==> src/rtl/cpu_mem_pkg.sv <==
// cpu_mem_pkg: shared widths, limits, FSM state type and address check for the fetch/memory sequencer.
package cpu_mem_pkg;
    localparam int ADDR_W = 8;
    localparam int WORD_W = 20;
    localparam int DATA_W = 8;
    localparam logic [ADDR_W-1:0] MAX_ADDR = ADDR_W'(252);
    localparam logic [ADDR_W-1:0] PC_STEP  = ADDR_W'(4);
    localparam logic [ADDR_W-1:0] RESET_PC = ADDR_W'(0);

    typedef enum logic [2:0] {IDLE, FETCH, HOLD, EXEC, DATA} state_e;

    // A 20-bit word spans four cells, so the last legal word start is MAX_ADDR.
    function automatic logic addr_ok(input logic [ADDR_W-1:0] a);
        return a <= MAX_ADDR;
    endfunction
endpackage

==> src/rtl/fetch_mem_sequencer_if.sv <==
// fetch_mem_sequencer_if: memory bus, decode handshake and execute request signals.
//   master: the sequencer (drives ADD/mem_write/WD, instr/instr_valid, data_rdata/data_done, pc, addr_err)
//   slave : memory + decode + execute side (drives start, RD, instr_ready, branch_*, data_*)
interface fetch_mem_sequencer_if;
    import cpu_mem_pkg::*;
    logic              start;
    logic [ADDR_W-1:0] ADD;
    logic              mem_write;
    logic [DATA_W-1:0] WD;
    logic [WORD_W-1:0] RD;
    logic [WORD_W-1:0] instr;
    logic              instr_valid;
    logic              instr_ready;
    logic              branch_valid;
    logic [ADDR_W-1:0] branch_target;
    logic              data_req;
    logic              data_we;
    logic [ADDR_W-1:0] data_addr;
    logic [DATA_W-1:0] data_wdata;
    logic [WORD_W-1:0] data_rdata;
    logic              data_done;
    logic [ADDR_W-1:0] pc;
    logic              addr_err;

    modport master (
        input  start, RD, instr_ready, branch_valid, branch_target,
               data_req, data_we, data_addr, data_wdata,
        output ADD, mem_write, WD, instr, instr_valid, data_rdata, data_done, pc, addr_err
    );
    modport slave (
        output start, RD, instr_ready, branch_valid, branch_target,
               data_req, data_we, data_addr, data_wdata,
        input  ADD, mem_write, WD, instr, instr_valid, data_rdata, data_done, pc, addr_err
    );
endinterface

==> src/rtl/pc_reg.sv <==
// pc_reg: program counter with branch load, fetch increment (wraps mod 256) and sync reset.
//   clk, reset : clock, synchronous active-high reset
//   load_i     : load load_val_i (takes priority over inc_i)
//   inc_i      : advance by PC_STEP
//   pc_o       : current PC
module pc_reg
    import cpu_mem_pkg::*;
(
    input  logic              clk,
    input  logic              reset,
    input  logic              load_i,
    input  logic              inc_i,
    input  logic [ADDR_W-1:0] load_val_i,
    output logic [ADDR_W-1:0] pc_o
);
    logic [ADDR_W-1:0] pc_q, pc_d;

    always_comb pc_d = load_i ? load_val_i : inc_i ? pc_q + PC_STEP : pc_q;

    always_ff @(posedge clk) begin
        if (reset) pc_q <= RESET_PC;
        else       pc_q <= pc_d;
    end

    assign pc_o = pc_q;
endmodule

==> src/rtl/fetch_mem_sequencer.sv <==
// fetch_mem_sequencer: multi-cycle fetch / hold / exec / data sequencer in front of the unified memory.
//   clk, reset : clock, synchronous active-high reset
//   bus        : fetch_mem_sequencer_if.master (memory port, decode handshake, execute data/branch requests)
module fetch_mem_sequencer
    import cpu_mem_pkg::*;
(
    input  logic                  clk,
    input  logic                  reset,
    fetch_mem_sequencer_if.master bus
);
    state_e            state_q, state_d;
    logic [ADDR_W-1:0] pc, daddr_q;
    logic              dwe_q;
    logic [DATA_W-1:0] dwdata_q;
    logic [WORD_W-1:0] instr_q, rdata_q;
    logic              valid_q, done_q, err_q;
    logic              pc_load, pc_inc, latch, pc_ok, d_ok;

    assign pc_ok = addr_ok(pc);
    assign d_ok  = addr_ok(daddr_q);

    pc_reg u_pc (
        .clk        (clk),
        .reset      (reset),
        .load_i     (pc_load),
        .inc_i      (pc_inc),
        .load_val_i (bus.branch_target),
        .pc_o       (pc)
    );

    always_comb begin
        state_d       = state_q;
        bus.ADD       = pc;
        bus.mem_write = 1'b0;
        bus.WD        = '0;
        pc_load       = 1'b0;
        pc_inc        = 1'b0;
        latch         = 1'b0;
        case (state_q)
            IDLE:  state_d = bus.start ? FETCH : IDLE;
            FETCH: begin
                pc_inc  = pc_ok;
                state_d = pc_ok ? HOLD : IDLE;
            end
            HOLD:  state_d = bus.instr_ready ? EXEC : HOLD;
            EXEC: begin
                pc_load = bus.branch_valid;
                latch   = bus.data_req;
                state_d = bus.data_req ? DATA : FETCH;
            end
            DATA: begin
                bus.ADD       = daddr_q;
                bus.WD        = dwdata_q;
                // gated by reset so a reset edge landing in DATA never writes
                bus.mem_write = dwe_q && d_ok && !reset;
                state_d       = FETCH;
            end
            default: state_d = IDLE;
        endcase
    end

    always_ff @(posedge clk) begin
        if (reset) begin
            state_q  <= IDLE;
            instr_q  <= '0;
            valid_q  <= 1'b0;
            rdata_q  <= '0;
            done_q   <= 1'b0;
            err_q    <= 1'b0;
            daddr_q  <= '0;
            dwe_q    <= 1'b0;
            dwdata_q <= '0;
        end else begin
            state_q <= state_d;
            done_q  <= state_q == DATA;
            if (state_q == FETCH) begin
                if (pc_ok) begin
                    instr_q <= bus.RD;
                    valid_q <= 1'b1;
                end else begin
                    err_q <= 1'b1;
                end
            end
            if (state_q == HOLD && bus.instr_ready) valid_q <= 1'b0;
            if (latch) begin
                daddr_q  <= bus.data_addr;
                dwe_q    <= bus.data_we;
                dwdata_q <= bus.data_wdata;
            end
            if (state_q == DATA) begin
                if (!d_ok) begin
                    rdata_q <= '0;
                    err_q   <= 1'b1;
                end else if (!dwe_q) begin
                    rdata_q <= bus.RD;
                end
            end
        end
    end

    assign bus.instr       = instr_q;
    assign bus.instr_valid = valid_q;
    assign bus.data_rdata  = rdata_q;
    assign bus.data_done   = done_q;
    assign bus.pc          = pc;
    assign bus.addr_err    = err_q;
endmodule
==> src/flat_wrapper.sv <==
// flat-port wrapper written by rule: the top's interface ports become plain ports
module fetch_mem_sequencer_flat import cpu_mem_pkg::*;
  (clk, reset, bus_start, bus_RD, bus_instr_ready, bus_branch_valid, bus_branch_target, bus_data_req, bus_data_we, bus_data_addr, bus_data_wdata, bus_ADD, bus_mem_write, bus_WD, bus_instr, bus_instr_valid, bus_data_rdata, bus_data_done, bus_pc, bus_addr_err);
  fetch_mem_sequencer_if bus_i ();
  input  logic clk;
  input  logic reset;
  input wire logic [$bits(bus_i.start)-1:0] bus_start;
  input wire logic [$bits(bus_i.RD)-1:0] bus_RD;
  input wire logic [$bits(bus_i.instr_ready)-1:0] bus_instr_ready;
  input wire logic [$bits(bus_i.branch_valid)-1:0] bus_branch_valid;
  input wire logic [$bits(bus_i.branch_target)-1:0] bus_branch_target;
  input wire logic [$bits(bus_i.data_req)-1:0] bus_data_req;
  input wire logic [$bits(bus_i.data_we)-1:0] bus_data_we;
  input wire logic [$bits(bus_i.data_addr)-1:0] bus_data_addr;
  input wire logic [$bits(bus_i.data_wdata)-1:0] bus_data_wdata;
  output wire logic [$bits(bus_i.ADD)-1:0] bus_ADD;
  output wire logic [$bits(bus_i.mem_write)-1:0] bus_mem_write;
  output wire logic [$bits(bus_i.WD)-1:0] bus_WD;
  output wire logic [$bits(bus_i.instr)-1:0] bus_instr;
  output wire logic [$bits(bus_i.instr_valid)-1:0] bus_instr_valid;
  output wire logic [$bits(bus_i.data_rdata)-1:0] bus_data_rdata;
  output wire logic [$bits(bus_i.data_done)-1:0] bus_data_done;
  output wire logic [$bits(bus_i.pc)-1:0] bus_pc;
  output wire logic [$bits(bus_i.addr_err)-1:0] bus_addr_err;
  assign bus_i.start = bus_start;
  assign bus_i.RD = bus_RD;
  assign bus_i.instr_ready = bus_instr_ready;
  assign bus_i.branch_valid = bus_branch_valid;
  assign bus_i.branch_target = bus_branch_target;
  assign bus_i.data_req = bus_data_req;
  assign bus_i.data_we = bus_data_we;
  assign bus_i.data_addr = bus_data_addr;
  assign bus_i.data_wdata = bus_data_wdata;
  assign bus_ADD = bus_i.ADD;
  assign bus_mem_write = bus_i.mem_write;
  assign bus_WD = bus_i.WD;
  assign bus_instr = bus_i.instr;
  assign bus_instr_valid = bus_i.instr_valid;
  assign bus_data_rdata = bus_i.data_rdata;
  assign bus_data_done = bus_i.data_done;
  assign bus_pc = bus_i.pc;
  assign bus_addr_err = bus_i.addr_err;
  fetch_mem_sequencer u_core (.clk(clk), .reset(reset), .bus(bus_i));
endmodule
==> config.mk <==
export PLATFORM = sky130hd
export DESIGN_NAME = fetch_mem_sequencer_flat
export DESIGN_NICKNAME = d
export VERILOG_FILES = /design/src/rtl/cpu_mem_pkg.sv /design/src/rtl/fetch_mem_sequencer_if.sv /design/src/rtl/pc_reg.sv /design/src/rtl/fetch_mem_sequencer.sv /design/src/flat_wrapper.sv
export SDC_FILE = /design/constraint.sdc
export NUM_CORES = 1
export LEC_CHECK = 0
export BUFFER_PORTS_ARGS = -buffer_cell sky130_fd_sc_hd__buf_2
export CORE_ASPECT_RATIO = 0.8
export CORE_UTILIZATION = 35
export CTS_CLUSTER_DIAMETER = 30
export DETAILED_ROUTE_END_ITERATION = 8
export HOLD_SLACK_MARGIN = 0.1
export PLACE_DENSITY = 0.63
export SYNTH_ARGS = -nofsm -noshare
export SYNTH_HDL_FRONTEND = slang
export SYNTH_SLANG_ARGS = --single-unit
==> constraint.sdc <==
create_clock -name clk -period 1.8 [get_ports clk]
set_input_delay 0.18 -clock clk [delete_from_list [all_inputs] [get_ports clk]]
set_output_delay 0.18 -clock clk [all_outputs]
set_load 0.05 [all_outputs]
==> key figures <==
Timing
  – Slew at the pin with the worst max-slew slack: roughly 0.33 ns
  – Final period utilization: a little over nine tenths
  – WHS: ~0.12 ns
  – Fmax: slightly below 600 MHz
  – Tmin final: roughly 1.7 ns
  – Headroom to the max-slew limit: roughly 80%
  – Fin Clk Skew: between 0.009 and 0.01 ns
  – Final Slew Violations: 0
  – Final Setup Violations: 0
  – Final hold viol count: 0
  – Setup TNS: 0 ns

Setup path
  – CP delay by family, top: flip-flops
  – Crit-path cells: nor2_4 > and2_4 > mux2_1 > buf_2
  – Crit path depth: 4
  – CP Buf/Inv Count: 1
  – R2R depth: 6
  – Worst path arrival time: around 1.6 ns
  – Slowest-stage cell, CP: dfxtp_2
  – Crit start category: flip-flop
  – CP max FO: 5
  – Critical path type: reg -> out
  – CP required: approximately 1.6 ns
  – Crit. End Element: primary output
  – Largest stage delay, worst path: 0.36 ns

Logic synthesis
  – Async SR Flop Fraction: 0%
  – Gate Count Post-Synth: around 350
  – Top_reg_cell synth: dfxtp_1
  – Register bit total from synthesis: just over 70
  – Unique masters post-synth: 39
  – Post-synthesis sequential area ratio: a little under half
  – Yosys warns: 0
  – Main area contributors after synthesis: dfxtp_1 48%, nand2_1 10%, a21oi_1 7.8%, nand2b_1 4.2%, nand4_1 4.2%
  – Cell taking the most area after synthesis: dfxtp_1
  – Share of Yosys cell area claimed by the top area cell type: about 48%
  – EDFF count, synth: 0
  – Syn nets: 406
  – Count leader, synth: nand2_1
  – Mean post-synth cell area: about 8.4 um^2
  – Commonest cells in the netlist: 81 x nand2_1, 71 x dfxtp_1, 46 x a21oi_1
  – Mapped cell area: 2970 um^2

Clock tree
  – Largest buffer count on any clock path: 2
  – H-tree levels: 3
  – Worst-path clk slew: roughly 0.08 ns
  – Clk_lat worst skew: 0.35 ns
  – Sink Count: 71
  – CTS tree: done
  – TritonCTS Buffers: 9
  – Root Driver: clkbuf_8

Final layout
  – Area grow syn2layout: 47.9%
  – Final nets: around 570
  – Antenna Cells: 0
  – Final core occ: roughly 54%
  – Final std cells w/o fill: approximately 630
  – Layout cells sized above 1: about a third
  – Post-route cell area: 4390 um^2

Floorplanning
  – Die Width: 105 um
  – Die Ht: approximately 84 um
  – Starting Density: between 30% and 40%
  – Core ar.: just over 8000 um^2
  – Io pins: around 120
  – DIE AREA: between 8000 and 9000 um^2
  – Row cnt: 29

Place
  – Final HPWL DP: between 6 and 7 mm
  – Routability cong.: between 0.7 and 0.8
  – I/O Buffers: between 100 and 150
  – DP Area: approximately 3700 um^2
  – Placed instance count: ~570

Drt
  – DRC viols: 0
  – Number of DRC markers in iteration 0: 112
  – Routed WL: 9.01 mm
  – Routed Antenna Nets: 0
  – First-pass detailed-route iteration total: 4
  – WL per Instance: between 10 and 15 um
  – Total number of vias: slightly above 3000
  – Drt via density: roughly 5

Global route
  – Vias in the first global route: 2958
  – Initial antenna violation count: 0
  – GRT Total Usage: 20.8%
  – First-pass GRT wire length: between 10 and 15 mm
  – Largest net degree at the start of global routing: ~70
  – Grt ovf: 0

Power and ir drop
  – VDD IR-drop max: ~0.48 mV
  – Pwr Density: 870 nW/um^2
  – Lkg Pwr: between 1.5 and 2 nW

Run status
  – Status: finished clean

Job
  – Max-capacitance violation count: 0

Worst hold path
  – Worst min path class: in -> reg
  – Hold depth: 3
cells by family (layout without fill, tap and decap cells):
kind of cell | Yosys count | count (layout) | share of synthesized area [%]
and+or+nand+nor | 160 | 161 | 27.0
muxes | 8 | 8 | 3.04
AOI/OAI and AO/OA | 84 | 84 | 16.1
buffers and inverters | 30 | 194 | 5.52
DFF | 71 | 71 | 47.9
adders and majority gates | 1 | 1 | 0.422
per-layer routing:
metal  vias to the layer above  track usage [%]  routed length, um
met5                         -                0                  0
met4                         0             7.17                185
met3                        17             6.37                550
met2                       104             32.4               4070
met1                      1437             27.5               4210
li1                       1545                -                  -
power breakdown:
part / switching, mW / leakage (nW) / internal (mW)
Combinational: 0.348 / 1.28 / 0.219
Clock: 0.602 / 0.130 / 0.996
Sequential: 0.0354 / 0.576 / 1.62
repair_timing:
action                                 CTS  global route
hold buffers                            40             0
setup endpoints to repair                9             9
buffers inserted                         1             0
endpoints found under the hold margin   58             0
resized for setup                        5             4
cloned                                   0             1
flip-flops by register name, indices dropped and copies added, names as in the netlist:
name / count
u_core.bus.data_rdata: 20
u_core.state_q: 3
u_core.bus.instr: 20
u_core.daddr_q: 8
u_core.dwdata_q: 8
u_core.dwe_q: 1
u_core.bus.data_done: 1
u_core.bus.instr_valid: 1
u_core.u_pc.pc_o: 8
u_core.bus.addr_err: 1
worst paths after layout:
check / startpoint / to / slack, ns
hold reg to reg: u_core.bus.instr[7]$_SDFFE_PP0P_ / u_core.bus.instr[7]$_SDFFE_PP0P_ / 0.45
setup reg to reg: u_core.u_pc.pc_o[2]$_SDFFE_PP0P_ / u_core.u_pc.pc_o[3]$_SDFFE_PP0P_ / 0.23
hold / removal: bus_branch_target[2] / u_core.u_pc.pc_o[2]$_SDFFE_PP0P_ / 0.12
setup / recovery: u_core.state_q[1]$_SDFF_PP0_ / bus_ADD[3] / 0.07
worst reg2reg max path: stages (launching register included):
cell	delay [ns]
dfxtp_2	0.39
ha_1	0.22
nand3_1	0.13
o21a_1	0.25
buf_4	0.20
a22oi_1	0.19
a21oi_1	0.08
cell usage in the layout, fill, tap and decap left out, types with 10 or more instances in the layout:
master / instances
a21oi_1: 45
and3_1: 14
buf_2: 113
buf_4: 20
clkbuf_8: 11
dfxtp_1: 68
dlygate4sd3_1: 40
nand2_1: 81
nand2b_1: 20
nand3_1: 10
nand4_1: 20
o21ai_1: 20
stage by stage:
step,power [mW],setup slack [ns]
2_1_floorplan,2.01,0.0528
3_3_place_gp,2.18,0.188
3_5_place_dp,2.18,0.115
4_1_cts,3.86,0.00101
5_1_grt,3.96,-0.00372
6_report,3.82,0.0750
final cells by class:
cell class	instances	area, um^2
clock inverters	5	104
flip-flops and latches	71	1430
repair buffers	177	1170
multi-input cells	254	1400
inverters	1	3.75
clock buffers	11	151
fillers	787	3670
well taps	108	135
No activity file was read; power rests on OpenSTA's default activity.
